==> src/rtl/adc_scan_pkg.sv <==
// rtl/adc_scan_pkg.sv - shared types, constants and width helpers for the ADC scan controller
package adc_scan_pkg;

    typedef enum logic [2:0] {
        ST_WAIT_EOC = 3'd0,
        ST_REQ      = 3'd1,
        ST_WAIT_RDY = 3'd2,
        ST_MUL      = 3'd3,
        ST_SHIFT    = 3'd4
    } scan_state_t;

    localparam int DRP_ADDR_W = 7;

    // Product of a 16-bit code and the scaling factor never overflows this width.
    function automatic int prod_width(input int scaling_factor);
        return 16 + $clog2(scaling_factor) + 1;
    endfunction

    // Channel index width, at least one bit so a single-channel build still has a tag.
    function automatic int ch_width(input int num_ch);
        return (num_ch > 1) ? $clog2(num_ch) : 1;
    endfunction

endpackage

==> src/rtl/adc_rr_select.sv <==
// rtl/adc_rr_select.sv - combinational round-robin finder of the next enabled channel after a pointer
module adc_rr_select
    import adc_scan_pkg::*;
#(
    parameter int NUM_CH = 4,
    parameter int CW     = ch_width(NUM_CH)
) (
    input  logic [CW-1:0]     i_ptr,
    input  logic [NUM_CH-1:0] i_mask,
    output logic [CW-1:0]     o_next,
    output logic              o_any
);

    // Lowest enabled index above the pointer wins; otherwise wrap to the lowest enabled index at or below it.
    always_comb begin
        o_next = '0;
        o_any  = |i_mask;
        for (int j = NUM_CH - 1; j >= 0; j--) begin
            if (i_mask[j] && (CW'(j) <= i_ptr)) begin
                o_next = CW'(j);
            end
        end
        for (int j = NUM_CH - 1; j >= 0; j--) begin
            if (i_mask[j] && (CW'(j) > i_ptr)) begin
                o_next = CW'(j);
            end
        end
    end

endmodule

==> src/rtl/adc_scan_controller.sv <==
// rtl/adc_scan_controller.sv - round-robin ADC DRP channel scanner with shared scaler; optional ADC_SCAN_TIMEOUT_EN
module adc_scan_controller
    import adc_scan_pkg::*;
#(
    parameter int                    NUM_CH         = 4,
    parameter logic [DRP_ADDR_W-1:0] CH_ADDR_BASE   = 7'h10,
    parameter int                    SCALING_FACTOR = 79993,
    parameter int                    SHIFT_FACTOR   = 19,
    parameter logic [NUM_CH-1:0]     SCALE_MASK     = '1,
    parameter int                    TIMEOUT_CYCLES = 255
) (
    input  logic                        clk,
    input  logic                        reset,
    input  logic                        eoc,
    input  logic [NUM_CH-1:0]           ch_enable,
    output logic                        drp_en,
    output logic [DRP_ADDR_W-1:0]       drp_addr,
    input  logic                        drp_rdy,
    input  logic [15:0]                 drp_do,
    output logic [15:0]                 sample_data,
    output logic [ch_width(NUM_CH)-1:0] sample_ch,
    output logic                        sample_valid,
    output logic                        busy,
    output logic                        overrun,
    output logic                        timeout_err
);

    localparam int CW = ch_width(NUM_CH);
    localparam int PW = prod_width(SCALING_FACTOR);

    scan_state_t           r_state;
    scan_state_t           w_state_next;
    logic                  r_eoc_q;
    logic                  w_eoc_rise;
    logic                  w_accept;
    logic                  w_to_expire;
    logic [CW-1:0]         r_ptr;
    logic [CW-1:0]         w_next_ch;
    logic                  w_any_en;
    logic [DRP_ADDR_W-1:0] r_drp_addr;
    logic [15:0]           r_raw;
    logic [PW-1:0]         r_prod;
    logic                  r_scale;
    logic [15:0]           r_sample_data;
    logic [CW-1:0]         r_sample_ch;
    logic                  r_sample_valid;
    logic                  r_overrun;

    assign w_eoc_rise = eoc & ~r_eoc_q;
    // An edge with no channel enabled is simply ignored and does not leave WAIT_EOC.
    assign w_accept   = (r_state == ST_WAIT_EOC) && w_eoc_rise && w_any_en;

    adc_rr_select #(
        .NUM_CH (NUM_CH),
        .CW     (CW)
    ) u_rr_select (
        .i_ptr  (r_ptr),
        .i_mask (ch_enable),
        .o_next (w_next_ch),
        .o_any  (w_any_en)
    );

`ifdef ADC_SCAN_TIMEOUT_EN
    localparam int TW = $clog2(TIMEOUT_CYCLES + 1);

    logic [TW-1:0] r_to_cnt;
    logic          r_timeout_err;

    assign w_to_expire = (r_state == ST_WAIT_RDY) && !drp_rdy &&
                         (r_to_cnt == TW'(TIMEOUT_CYCLES - 1));
    assign timeout_err = r_timeout_err;

    // Count cycles spent waiting for read data; restart on every entry to WAIT_RDY.
    always_ff @(posedge clk) begin
        if (reset) begin
            r_to_cnt      <= '0;
            r_timeout_err <= 1'b0;
        end else begin
            if (r_state != ST_WAIT_RDY) begin
                r_to_cnt <= '0;
            end else if (!drp_rdy) begin
                r_to_cnt <= r_to_cnt + 1'b1;
            end
            if (w_to_expire) begin
                r_timeout_err <= 1'b1;
            end
        end
    end
`else
    logic w_unused_timeout;

    // Without the timeout the parameter has no hardware; this keeps it referenced.
    assign w_unused_timeout = (TIMEOUT_CYCLES == 0);
    assign w_to_expire      = 1'b0;
    assign timeout_err      = 1'b0;
`endif

    // State register.
    always_ff @(posedge clk) begin
        if (reset) begin
            r_state <= ST_WAIT_EOC;
        end else begin
            r_state <= w_state_next;
        end
    end

    // Next-state logic for the scan sequence.
    always_comb begin
        w_state_next = r_state;
        case (r_state)
            ST_WAIT_EOC: begin
                if (w_accept) begin
                    w_state_next = ST_REQ;
                end
            end
            ST_REQ: begin
                w_state_next = ST_WAIT_RDY;
            end
            ST_WAIT_RDY: begin
                if (drp_rdy) begin
                    w_state_next = ST_MUL;
                end else if (w_to_expire) begin
                    w_state_next = ST_WAIT_EOC;
                end
            end
            ST_MUL: begin
                w_state_next = ST_SHIFT;
            end
            ST_SHIFT: begin
                w_state_next = ST_WAIT_EOC;
            end
            default: begin
                w_state_next = ST_WAIT_EOC;
            end
        endcase
    end

    // Edge detect, channel pointer and DRP address; the pointer starts at the last channel so channel 0 is picked first.
    always_ff @(posedge clk) begin
        if (reset) begin
            r_eoc_q    <= 1'b0;
            r_ptr      <= CW'(NUM_CH - 1);
            r_drp_addr <= '0;
        end else begin
            r_eoc_q <= eoc;
            if (w_accept) begin
                r_ptr      <= w_next_ch;
                r_drp_addr <= CH_ADDR_BASE + DRP_ADDR_W'(w_next_ch);
            end
        end
    end

    // Shared scaler pipeline: capture, multiply (or pass raw), then shift and publish.
    always_ff @(posedge clk) begin
        if (reset) begin
            r_raw          <= '0;
            r_prod         <= '0;
            r_scale        <= 1'b0;
            r_sample_data  <= '0;
            r_sample_ch    <= '0;
            r_sample_valid <= 1'b0;
        end else begin
            r_sample_valid <= 1'b0;
            if ((r_state == ST_WAIT_RDY) && drp_rdy) begin
                r_raw <= drp_do;
            end
            if (r_state == ST_MUL) begin
                r_scale <= SCALE_MASK[r_ptr];
                r_prod  <= SCALE_MASK[r_ptr] ? (PW'(r_raw) * PW'(SCALING_FACTOR)) : PW'(r_raw);
            end
            if (r_state == ST_SHIFT) begin
                r_sample_data  <= r_scale ? 16'(r_prod >> SHIFT_FACTOR) : r_prod[15:0];
                r_sample_ch    <= r_ptr;
                r_sample_valid <= 1'b1;
            end
        end
    end

    // Sticky overrun: any conversion edge that arrives mid-scan is dropped and flagged.
    always_ff @(posedge clk) begin
        if (reset) begin
            r_overrun <= 1'b0;
        end else if (w_eoc_rise && (r_state != ST_WAIT_EOC)) begin
            r_overrun <= 1'b1;
        end
    end

    assign drp_en       = (r_state == ST_REQ);
    assign drp_addr     = r_drp_addr;
    assign busy         = (r_state != ST_WAIT_EOC);
    assign sample_data  = r_sample_data;
    assign sample_ch    = r_sample_ch;
    assign sample_valid = r_sample_valid;
    assign overrun      = r_overrun;

endmodule
==> config.mk <==
export PLATFORM = sky130hd
export DESIGN_NAME = adc_scan_controller
export DESIGN_NICKNAME = d
export VERILOG_FILES = /design/src/rtl/adc_scan_pkg.sv /design/src/rtl/adc_rr_select.sv /design/src/rtl/adc_scan_controller.sv
export SDC_FILE = /design/constraint.sdc
export NUM_CORES = 1
export LEC_CHECK = 0
export BUFFER_PORTS_ARGS = -buffer_cell sky130_fd_sc_hd__buf_4
export CORE_UTILIZATION = 55
export CTS_CLUSTER_SIZE = 10
export DETAILED_ROUTE_END_ITERATION = 10
export PLACE_DENSITY = 0.74
export REMOVE_ABC_BUFFERS = 1
export SYNTH_ARGS = -nofsm -noshare
export SYNTH_HDL_FRONTEND = slang
export SYNTH_HIERARCHICAL = 1
export SYNTH_SLANG_ARGS = --single-unit
==> constraint.sdc <==
create_clock -name clk -period 8.8 [get_ports clk]
set_input_delay 0.44 -clock clk [delete_from_list [all_inputs] [get_ports clk]]
set_output_delay 0.44 -clock clk [all_outputs]
set_load 0.005 [all_outputs]
* Word level (Yosys, flattened, before mapping)
Cells that the tools add are included.
Widths: inputs -> output; s select.
** Word-level totals
- Input bits :: 24
- Logic and storage cells :: 62
- Output and inout port bits :: 30
- Register bits after elaboration :: 84
** Cells by class
- Multiply operators :: 1
- Multiplexer cells :: 16
- Eq/ne operators :: 6
- Magnitude comparators :: 9
- Reduce and logical (&&, ||, !) cells :: 16
- Add/sub/neg operators :: 1
- Bitwise logic cells :: 2
** Operator list (number)
- $mul 16x17->33 const B :: 1
- $mux 33 :: 1
- $mux 16 :: 1
- $mux 2 :: 8
- $logic_and 1x1->1 :: 12
- $pmux 3 s4 :: 1
- $add 5x2->6 const A :: 1
- $eq 3x2->1 const B :: 2
- $mux 3 :: 2
- $gt 1x2->1 const A :: 2
- $gt 2x2->1 const A :: 2
- $le 1x2->1 const A :: 2
- $le 2x2->1 const A :: 2
- $ne 2x2->1 const B :: 2
- $reduce_or 4->1 :: 1
- $eq 3x1->1 const B :: 1
- $eq 3x3->1 const B :: 1
- $logic_not 3->1 :: 1
- $lt 2x3->1 const B :: 1
- $reduce_bool 3->1 :: 1
- $bmux 1 s2 :: 1
- $mux 1 :: 2
- $reduce_and 2->1 :: 1
- $and 1x1->1 :: 1
- $not 1->1 :: 1

* Logic depth before layout (Yosys ltp)
- Word-level depth :: 11
- Depth in mapped cells :: 19

* Modules after synthesis
The synthesis kept the hierarchy.
** By module, submodules not included
- adc_scan_controller :: instances 1, cells an instance 851, area each 7637.3 µm², sequential area each 1521.5 µm²
- adc_rr_select :: instances 1, cells an instance 14, area each 81.3 µm², sequential area each 0.0 µm²

* Worst setup path after synthesis
Ideal clock, no wire load.
- Path type :: reg-to-reg
- Start :: register r_raw[4]
- End :: register r_prod[31]
- Cell stages (with the launch flop) :: 19
- Period minus slack after synthesis :: 5.569 ns
- Library setup time :: 0.122 ns
- Slack :: 3.231 ns
- Data required time :: 8.678 ns
- Path buffers :: 0
- Arrival time :: 5.447 ns
- Cell sequence :: dfxtp_1 -> fa_1 -> inv_1 -> fa_1 -> inv_1 -> ha_1 -> ha_1 -> fa_1 -> inv_1 -> fa_1 -> inv_1 -> ha_1 -> a211o_1 -> a31oi_2 -> nor3b_1 -> or4_4 -> a221oi_2 -> mux2i_1 -> a311o_1
** On the way
- Longest elaborated chain between the ends :: 2
** RTL lines
- start, declared :: RTL line adc_scan_controller.sv:41 : logic [15:0] r_raw;
- start signal, assigned :: RTL line adc_scan_controller.sv:165 : r_raw <= drp_do;
- $mul 16x17->33 :: RTL line adc_scan_controller.sv:169 : r_prod <= SCALE_MASK[r_ptr] ? (PW'(r_raw) * PW'(SCALING_FACTOR)) : PW'(r_raw);
- $mux 33 :: RTL line adc_scan_controller.sv:169
- end signal, assigned :: RTL line adc_scan_controller.sv:169
- end, declared :: RTL line adc_scan_controller.sv:42 : logic [PW-1:0] r_prod;
Every way passes these cells.
A chain may end at the register's enable or synchronous reset.

* Final worst setup path
Same ends and word-level chain as after synthesis.

==> results.md <==
* Total CTS buffers at 9
* Placer Congestion at 0.908
* Die ar. at around 15000 sq um
* Vias in the first global route at 5678
* Outcome: finished, final reports clean
* Area contributors post-synth: ha_1, dfxtp_1, fa_1
* Via count at between 5000 and 6000
* Synth Cell Area at ~7700 sq um
* Grt total ovfl at 0
* Pleak at around 4.4 nW
* Final Net Count at between 1000 and 1500
* Hold_ws at just over 0.3 ns
* Setup Slack @ Placement at 2.88 ns
* Layout cells sized above 1 at approximately 8.8%
* Req. time, crit path at about 9 ns
* Max Slew Vio Count at 0
* Power Dens Cells at 116 nW/um^2
* Arrival @ worst endpoint at 6.14 ns
* Fmax at about 0.17 GHz
* Clock Pin Slew Worst Setup and Hold Paths at around 0.070 ns
* Syn. warnings at 6
* Reg2reg setup slack at 2.90 ns
* Avg Cell Area, Syn at just under 9 sq um
* Clk_lat worst skew at about 0.35 ns
* R2R depth at 18
* Resized Gates After CTS at 0
* Root buffer cell: clkbuf_16
* Drt drc at 0
* Global Route Usage Sum at about a quarter
* Crit path kind: register to register
* Setup TNS at 0 ns
* IR drop worst, VDD at between 0.00008 and 0.00009 V
* Crit share post-route at roughly two thirds
* Area growth syn-to-layout at 9.73%
* Row Count at 42
* Number of synthesized flops with an enable pin at 0
* CP endpoint kind: register
* Die Y at 120 microns
* Pin count of the biggest net entering global routing at 49
* Setup WS post-layout at approximately 2.9 ns
* Clk buf depth at 2
* Unrepaired setup endpoints after global routing: false
* Area leader, netlist: ha_1
* Synth Flop Type: dfxtp_1
* Hold-fix buffers at CTS at 0
* Max-cap viol count at 0
* I/O Buffers at 48
* # setup viols final at 0
* Max Clock Skew at 0.0107 ns
* Final min period at 5.90 ns
* # diodes at 0
* Post-synth ARST share at 0%
* Unique masters post-synth at 61
* Initial core utilization at between 50% and 60%
* I/O pin total at between 50 and 60
* CTS tree: yes
* Top cell type's share of synthesized area at a little under a quarter
* Final WL at between 15000 and 20000 microns
* CP endpoint: r_prod[31]
* CTS HTree Levels at 3
* First-pass GRT wire length at roughly 28000 microns
* Worst r2r dst: r_prod[31]
* Least-Margin Pin Slew at between 1 and 1.5 ns
* Wire per inst at around 16 microns
* Startpoint Class: register
* CP Launch Point: r_raw[4]
* Setup bufs post-CTS at 0
* Initial antenna violation count at 0
* Drt pass-1 iters at 5
* Hold path start: eoc
* Synth Register Bits at 76
* HPWL Detailed at ~14000 microns
* Reg-to-reg startpoint: r_raw[4]
* 1st-iter DRT viols at 391
* CP max FO at 8
* Hold crit path type: primary input to register
* Final antenna-violating net count at 0
* # clock sinks at 76
* Core area at about 13000 sq um
* Synthesized instance count at ~870
* Routed vias/inst at around 5.5
* Final hold viol count at 0
* Slew margin rel. at 29.4%
* Chip width at roughly 120 microns
* Seq/Total Area, Yosys at 19.7%
-- how the worst min path moves through the flow --
stage	to	cells after the start	slack, ns
after global placement	r_prod[11]	2	0.44
after CTS	r_eoc_q	2	0.30
after floorplan	r_prod[10]	2	0.43
final	r_eoc_q	2	0.31
after global routing	r_raw[15]	3	0.33
after detailed placement	r_prod[11]	2	0.44
-- metal layers --
| layer | GRT usage [%] | part of all wire (%) | wire [microns] |
|---|---|---|---|
| met1 | 33.0 | 47 | 7910 |
| met2 | 38.9 | 45 | 7570 |
| met3 | 4.67 | 4.5 | 756 |
| met4 | 10.8 | 3.5 | 596 |
| met5 | 0 | 0 | 0 |
-- cells by family (layout without fill, tap and decap cells) --
group,count (synthesis),after routing,share of synthesized area (%)
adder cells (fa/ha/maj),213,213,41.6
AND/OR/NAND/NOR,213,213,12.5
AO/OA/AOI/OAI,166,166,14.1
buffers and inverters,166,195,8.32
flip-flops,76,76,19.7
multiplexers,18,18,2.33
XOR/XNOR,12,12,1.36
other,1,5,0.0486
-- cell usage in the layout (no fill, tap or decap), types with 9 or more instances in the layout --
cell       count
nand2_1      106
o211ai_1      10
buf_4         51
nor2_1        42
clkbuf_16      9
fa_1          73
a211oi_1      19
mux2i_1       18
inv_1        127
ha_1         140
o21ai_1       11
a21oi_1       72
dfxtp_1       76
nand3_1       14
-- worst max-delay path, stage by stage, from the launching register on --
cell	delay, ns
dfxtp_1	0.41
fa_1	0.64
inv_1	0.08
fa_1	0.50
inv_1	0.04
ha_1	0.29
ha_1	0.31
fa_1	0.55
inv_1	0.06
fa_1	0.52
inv_1	0.04
ha_1	0.38
a211o_1	0.30
a31oi_2	0.24
nor3b_1	0.10
or4_4	0.56
a221oi_2	0.35
mux2i_1	0.12
a311o_1	0.31
-- state kept, by name (all words and copies together), names as in the netlist --
name,flops
r_prod,30
r_raw,16
sample_data,16
drp_addr,3
r_state,3
r_ptr,2
sample_ch,2
overrun,1
r_eoc_q,1
r_scale,1
sample_valid,1
-- cell usage after synthesis (all sizes together), types with 5 or more instances --
cell type and number:
nand2b 5, a31oi 5, nand2 106, nor2 42, clkbuf 30, a21o 7
a311o 5, or2 5, o211ai 10, buf 8, fa 73, inv 128
dfxtp 76, xnor2 7, a211oi 19, nor3 9, nand3 14, o21ai 15
nor2b 6, a21oi 73, xor2 5, ha 140, mux2i 18
-- cell type report --
type / instances / area, sq um
clock buffers: 9 / 225
clock inverters: 7 / 63.8
fillers: 1214 / 4980
inverters: 128 / 480
multi-input cells: 627 / 5580
flip-flops and latches: 76 / 1520
well taps: 176 / 220
repair buffers: 51 / 383
-- per-stage QoR --
stage | util (%) | area, sq um | instances | total power, mW
floorplan | - | 7570 | 831 | 0.549
global placement | 60.8 | 8180 | 1058 | 0.622
detailed placement | 60.8 | 8180 | 1058 | 0.628
CTS | 63.0 | 8470 | 1074 | 0.993
global route | 63.0 | 8470 | 1074 | 1.05
finish | 63.0 | 8470 | 1074 | 0.984
-- report_power, final --
| group | internal [mW] | switching, mW |
|---|---|---|
| sequential | 0.353 | 0.0152 |
| clock | 0.197 | 0.165 |
| combinational | 0.103 | 0.150 |
No activity file was read; power rests on OpenSTA's default activity.
